### src/rtl/prio_encoder_rr.sv
// prio_encoder_rr
//   Registered priority encoder with a fixed-priority or round-robin mode.
//   A higher request index has higher fixed priority. In round-robin mode
//   the scan starts at an internal pointer and runs downward with wrap, so
//   the grant rotates through the active requests.
//
// Ports
//   clk        : clock, rising edge
//   rst_n      : asynchronous active-low reset
//   req        : request vector, bit i is request i
//   rr_en      : 1 = round-robin, 0 = fixed priority (highest index wins)
//   out_ready  : downstream ready
//   out_valid  : registered grant valid
//   out_idx    : registered binary index of the grant
//   out_onehot : registered one-hot grant (0 when not valid)
//   idle       : combinational, ~out_valid & ~|req
module prio_encoder_rr #(
  parameter int N = 8
) (
  input  logic                 clk,
  input  logic                 rst_n,
  input  logic [N-1:0]         req,
  input  logic                 rr_en,
  input  logic                 out_ready,
  output logic                 out_valid,
  output logic [$clog2(N)-1:0] out_idx,
  output logic [N-1:0]         out_onehot,
  output logic                 idle
);

  localparam int IW = $clog2(N);

  logic [IW-1:0] ptr;
  logic [IW-1:0] ptr_nxt;
  logic          load;
  logic          any_req;
  logic [IW-1:0] win;
  logic [N-1:0]  win_oh;

  assign load    = ~out_valid | out_ready;
  assign any_req = |req;
  assign idle    = ~out_valid & ~any_req;

  // The pointer update from an accepted grant is applied before the scan,
  // so a load in the same cycle as an accept already skips past the index
  // just accepted; this is what makes back-to-back rotation bubble-free.
  always_comb begin
    ptr_nxt = ptr;
    if (out_valid && out_ready && rr_en) begin
      if (out_idx == '0) ptr_nxt = IW'(N - 1);
      else               ptr_nxt = out_idx - IW'(1);
    end
  end

  // Round-robin picks the set request with the smallest downward distance
  // from the pointer (wrapping modulo N, never through unused codes).
  always_comb begin
    int unsigned p;
    int unsigned d;
    int unsigned best_d;
    win    = '0;
    win_oh = '0;
    p      = 32'(ptr_nxt);
    best_d = N;
    d      = 0;
    if (rr_en) begin
      for (int unsigned i = 0; i < N; i++) begin
        d = (p >= i) ? (p - i) : (p + N - i);
        if (req[i] && (d < best_d)) begin
          best_d = d;
          win    = IW'(i);
        end
      end
    end else begin
      for (int unsigned i = 0; i < N; i++) begin
        if (req[i]) win = IW'(i);
      end
    end
    for (int unsigned i = 0; i < N; i++) begin
      win_oh[i] = any_req && (win == IW'(i));
    end
  end

  always_ff @(posedge clk or negedge rst_n) begin
    if (!rst_n) begin
      out_valid  <= 1'b0;
      out_idx    <= '0;
      out_onehot <= '0;
      ptr        <= IW'(N - 1);
    end else begin
      ptr <= ptr_nxt;
      if (load) begin
        out_valid  <= any_req;
        out_idx    <= any_req ? win : '0;
        out_onehot <= win_oh;
      end
    end
  end

endmodule

### config.mk
export PLATFORM = sky130hd
export DESIGN_NAME = prio_encoder_rr
export DESIGN_NICKNAME = d
export VERILOG_FILES = /design/src/rtl/prio_encoder_rr.sv
export SDC_FILE = /design/constraint.sdc
export NUM_CORES = 1
export LEC_CHECK = 0
export ABC_AREA = 1
export BUFFER_PORTS_ARGS = -buffer_cell sky130_fd_sc_hd__buf_2
export CAP_MARGIN = 5
export CORE_MARGIN = 5
export CORE_UTILIZATION = 50
export CTS_CLUSTER_DIAMETER = 200
export DETAILED_ROUTE_END_ITERATION = 8
export PLACE_DENSITY = 0.77
export SYNTH_ARGS = -nofsm -noshare
export SYNTH_HDL_FRONTEND = slang
export SYNTH_SLANG_ARGS = --single-unit
### constraint.sdc
create_clock -name clk -period 13.3 [get_ports clk]
set_clock_uncertainty 0.2 [all_clocks]
set_input_delay 2.66 -clock clk [delete_from_list [all_inputs] [get_ports clk]]
set_output_delay 2.66 -clock clk [all_outputs]
set_load 0.01 [all_outputs]
==> out/results.txt, run 1 <==
Post-route minimum period: 11.25 ns
Diode count: 0
Clk_lat worst skew: 0.25 ns
Fraction of registers with async set/reset: 100%
Post-synthesis sequential area ratio: 16.1%
Vias in the first global route: 2141
CTS tree: done
Commonest non-fill, non-tap cell in the layout: nand2_1
Most frequent CP cell: nand2_1
Final setup fails: 0
GRT Util Overall: 18.0%
Post-CTS resize count: 0
CP Max Fanout: 13
Worst Hold Launch: out_onehot[3]
Non-Filler Instances: 446
RSZ-0062 raised after global routing: false
CP max stage cell: ha_1
CP Data Required Time: 13.29 ns
# fillers: 452
R2r setup slk: 3.88 ns
Worst hold path class: reg2reg
Total Die Area: 6200 µm²
DR iter-0 viols: 76
Ys Warns: 0
Area Growth Syn to Fin: 10.2%
Vias per cell: 4.98
Hold path depth: 2
Final setup TNS: 0 ns
Clock sinks: 15
Post-CTS Setup Inserts: 0
Die Wd: 78.7 µm
Clock buffer depth: 2
Post-synth EDFFs: 0
Placed Cells: 442
DRC: 0
IO buf count: 24
Max stage delay on crit path: 0.31 ns
Total CTS buffers: 3
Final HPWL DP: 4350 µm
Status: complete, no violations
Syn_area_per_cell: 6.52 µm²
Gate Count Post-Synth: 362
WL per Instance: 11.7 µm
Drt total wl: 5220 µm
Post-cts hold buffer count: 0
Share of layout cells above drive strength 1: 21.7%
Io pins: 25
Crit Path Class: in2reg
CP endpoint kind: register
Total gr overflow: 0
Nets: 448
Starting density of the core: 50.7%
Startpoint types: input pin
Netlist cell types: 33
MaxCap Viol Count: 0
Post-synth top flop: dfrtp_1
Routed vias: 2220
First-pass GRT wire length: 9200 µm
Largest net degree at the start of global routing: 16
Antenna viol nets, final: 0
GPL Wtd Cong: 0.867
Final worst-path cycle share: 84.6%
# rows: 25
Commonest non-fill, non-tap cells in the layout: nand2_1, inv_1, ha_1, buf_2, nand3_1
FF-to-FF path depth: 76
Worst r2r src: out_idx[0]
Final Hold Vio Count: 0
Initial antenna violation count: 0
H-tree Lvls: 1
Core area: 4660 µm²
Clk root buf: clkbuf_8
First-pass DRT Iterations: 4
Critical Path AT: 11.24 ns
Mapped Area: 2360 µm²
Reg-to-Reg End: out_onehot[5]
Clock input transition at the sequential cells of the worst setup and hold paths: 0.06 ns
Count of state elements after synthesis: 15
Worst Hold End: out_onehot[3]
Worst Tran Pin Value: 0.758 ns
FMAX: 0.0889 GHz
Slew headroom: 49.3%
Max Slew Vio Count: 0
Chip height: 78.7 µm
[critical path, delay by kind of cell]
family | cells | cell delay, ns
adders and majority gates | 8 | 2.20
and+or+nand+nor | 47 | 4.07
buffers and inverters | 13 | 1.07
AOI/OAI and AO/OA | 7 | 1.22
[metrics by stage]
step	hold slack, ns	util, %	instance area (µm²)	worst slack (ns)
6_report	0.272	55.8	2600	2.05
5_1_grt	0.297	55.8	2600	1.02
4_1_cts	0.278	55.8	2600	2.05
3_5_place_dp	0.261	54.8	2550	1.81
3_3_place_gp	0.259	54.8	2550	1.98
2_1_floorplan	0.315	-	2380	2.74
[cell usage after synthesis, types with 3 or more instances]
cell | number | area share (%)
nand2_1 | 102 | 16
inv_1 | 60 | 9.5
ha_1 | 43 | 23
nand3_1 | 23 | 4.9
nor2_1 | 20 | 3.2
nand2_2 | 19 | 5.0
o21ai_0 | 13 | 2.8
dfrtp_1 | 12 | 13
a21oi_1 | 9 | 1.9
inv_2 | 9 | 1.4
nand2_4 | 9 | 4.3
nor2_2 | 4 | 1.1
o21ai_1 | 4 | 0.85
a211o_1 | 3 | 1.1
dfstp_2 | 3 | 3.3
nand3_2 | 3 | 1.3
nor3_1 | 3 | 0.64
[cell families after synthesis]
kind of cell / Yosys count / synth area share, %
compound gates: 38 / 10.0
fa+ha+maj: 43 / 22.8
buf+inv: 72 / 11.5
flops: 15 / 16.1
other cells: 2 / 0.318
simple gates: 192 / 39.3
[area by class of cell]
cell class                      count  area [µm²]  area share [%]
Clock buffer                        3        41.3            1.59
Sequential cell                    15         379            14.6
Timing Repair Buffer               24         120            4.62
Multi-Input combinational cell    280        1730            66.5
Inverter                           69         259            9.96
Tap cell                           54        67.6            2.60
Clock inverter                      1        5.00           0.192
[per-layer routing]
metal,part of all wire [%],global-route usage (%),vias to the layer above
met5,0,0,-
met4,1.8,4.90,0
met3,4.2,1.81,9
met2,49,33.0,48
met1,45,22.1,980
li1,-,-,1183
[flip-flops by register name, indices dropped and copies added (netlist names)]
register	flops
ptr	3
out_valid	1
out_onehot	8
out_idx	3
[how the worst max path moves through the flow]
stage,startpoint,cells after the start,slack [ns],to
after global placement,rr_en,73,1.98,out_onehot[2]
after CTS,rr_en,75,2.05,out_onehot[5]
after detailed placement,rr_en,75,1.81,out_onehot[5]
after floorplan,rr_en,72,2.74,out_onehot[1]
after global routing,rr_en,75,1.02,out_onehot[5]
final,rr_en,75,2.05,out_onehot[5]
Power of run 1 is left out: the tool's default activity adds up to more than one toggle a clock period on the data nets, which glitch-free logic cannot reach.
==> inputs of run 2 (changes only) <==
Clock period 13.3 ns to 10.5 ns, I/O delays scaled along.
==> run 2 against run 1 <==
Effect of this change:
- die area is the same
- setup slack lost 1.4 ns
- global-route usage grew 0.78 points
- hold slack gained 0.0042 ns
- count of clock-buffer cells in the layout is the same
- highest routed layer unchanged
==> out/results.txt, run 2 (same netlist as run 1, synthesis figures left out) <==
Total Die Area: 6200 µm²
Worst r2r src: out_idx[0]
Routed vias: 2365
DR iter-0 viols: 111
Most frequent CP cell: nand2_1
First-pass GRT wire length: 9470 µm
Chip height: 78.7 µm
DR top layer: met4
CP Data Required Time: 10.49 ns
Worst setup margin: 0.605 ns
Io pins: 25
Nets: 475
Worst Hold Launch: out_onehot[0]
Cell family with most CP delay: simple AND/OR/NAND/NOR gates
# rows: 25
Share of layout cells above drive strength 1: 31.3%
Slew headroom: 50.4%
IO buf count: 24
Die Wd: 78.7 µm
Diode count: 0
Clk root buf: clkbuf_8
Vias per cell: 5.00
Max stage delay on crit path: 0.32 ns
CP Max Fanout: 8
Clock sinks: 15
Worst Hold End: out_onehot[0]
Detail Route met2 WL: 2900 µm
Status: complete, no violations
Drt total wl: 5850 µm
GRT Util Overall: 18.7%
Worst hold path class: reg2reg
Routed wl met3: 262 µm
CP endpoint kind: register
FMAX: 0.101 GHz
Final Hold Vio Count: 0
Final worst-path cycle share: 94.2%
Initial antenna violation count: 0
Antenna viol nets, final: 0
Top Registers: out_onehot: 8 flops, out_idx: 3 flops, ptr: 3 flops
M1 WL: 2520 µm
CTS tree: done
Startpoint types: input pin
WL per Instance: 12.4 µm
Crit Path Class: in2reg
Worst path bufs/invs: 14
Final setup fails: 0
Largest net degree at the start of global routing: 16
Clk_lat worst skew: 0.25 ns
R2r setup slk: 1.91 ns
Final HPWL DP: 4600 µm
Hold path depth: 2
DRC: 0
CP max stage cell: ha_1
Max Slew Vio Count: 0
Clock input transition at the sequential cells of the worst setup and hold paths: 0.06 ns
Reg-to-Reg End: out_onehot[3]
Most flop-heavy register: out_onehot
Clock buffer depth: 2
Total CTS buffers: 3
Total gr overflow: 0
# fillers: 419
Pre-CTS setup slack: 0.0950 ns
MaxCap Viol Count: 0
GPL Wtd Cong: 0.906
Starting density of the core: 50.7%
Vias in the first global route: 2174
Commonest non-fill, non-tap cells in the layout: nand2_1, inv_1, ha_1, buf_4, nand2_2
Max FFs per register: 8
Critical Path AT: 9.89 ns
H-tree Lvls: 1
Area Growth Syn to Fin: 24.7%
Commonest non-fill, non-tap cell in the layout: nand2_1
Worst Tran Pin Value: 0.742 ns
Post-route minimum period: 9.90 ns
Core area: 4660 µm²
First-pass DRT Iterations: 5
FF-to-FF path depth: 70
## run 2: changes by cell type in the layout (fill, tap and decap cells not counted), moves of 3 or more
cell,change
ha_1,-4
nand2_1,-8
o21ai_0,-4
buf_4,+26
nand2_4,+3
nand2_2,+5
ha_4,+3
## run 2: cell type report
cell class	count	area [µm²]	area share, %
inverter	69	267	9.05
clock buffer	3	41.3	1.40
tap	54	67.6	2.29
timing repair buffer	51	333	11.3
sequential	15	379	12.9
clock inverter	1	5.00	0.170
multi-input combinational	280	1850	62.9
## run 2: repair_timing
action / CTS / global route
setup endpoints to repair: 0 / 11
hold buffers: 0 / 0
setup buffers: 0 / 5
gates resized for setup: 0 / 38
## run 2: tightest hold or removal path: stages, from the launching register on
cell and delay, ns:
dfrtp_1 0.34, nand2_1 0.06, o21ai_2 0.05
## run 2: stage by stage
step	hold slack, ns	area [µm²]	cells	utilization (%)	TNS, ns
finish	0.276	2940	473	63.2	0
global route	0.305	2940	473	63.2	-0.0983
CTS	0.280	2770	468	59.4	0
detailed placement	0.264	2720	464	58.4	0
global placement	0.258	2720	464	58.4	0
floorplan	0.315	2380	367	-	0
## run 2: worst max path at each step
stage | cells after the start | startpoint | endpoint | slack [ns]
2_1_floorplan | 72 | rr_en | out_onehot[1] | 0.50
3_3_place_gp | 73 | rr_en | out_onehot[5] | 0.28
3_5_place_dp | 73 | rr_en | out_onehot[5] | 0.1
4_1_cts | 73 | rr_en | out_onehot[3] | 0.34
5_1_grt | 70 | out_ready | out_onehot[5] | -0.03
6_report | 70 | out_ready | out_onehot[3] | 0.60
## run 2: metal layers
| metal | global-route usage, % | vias to the layer above |
|---|---|---|
| li1 | - | 1242 |
| met1 | 23.0 | 1043 |
| met2 | 35.1 | 65 |
| met3 | 0.907 | 15 |
| met4 | 5.42 | 0 |
| met5 | 0 | - |
Power of run 2 is left out for the same reason.
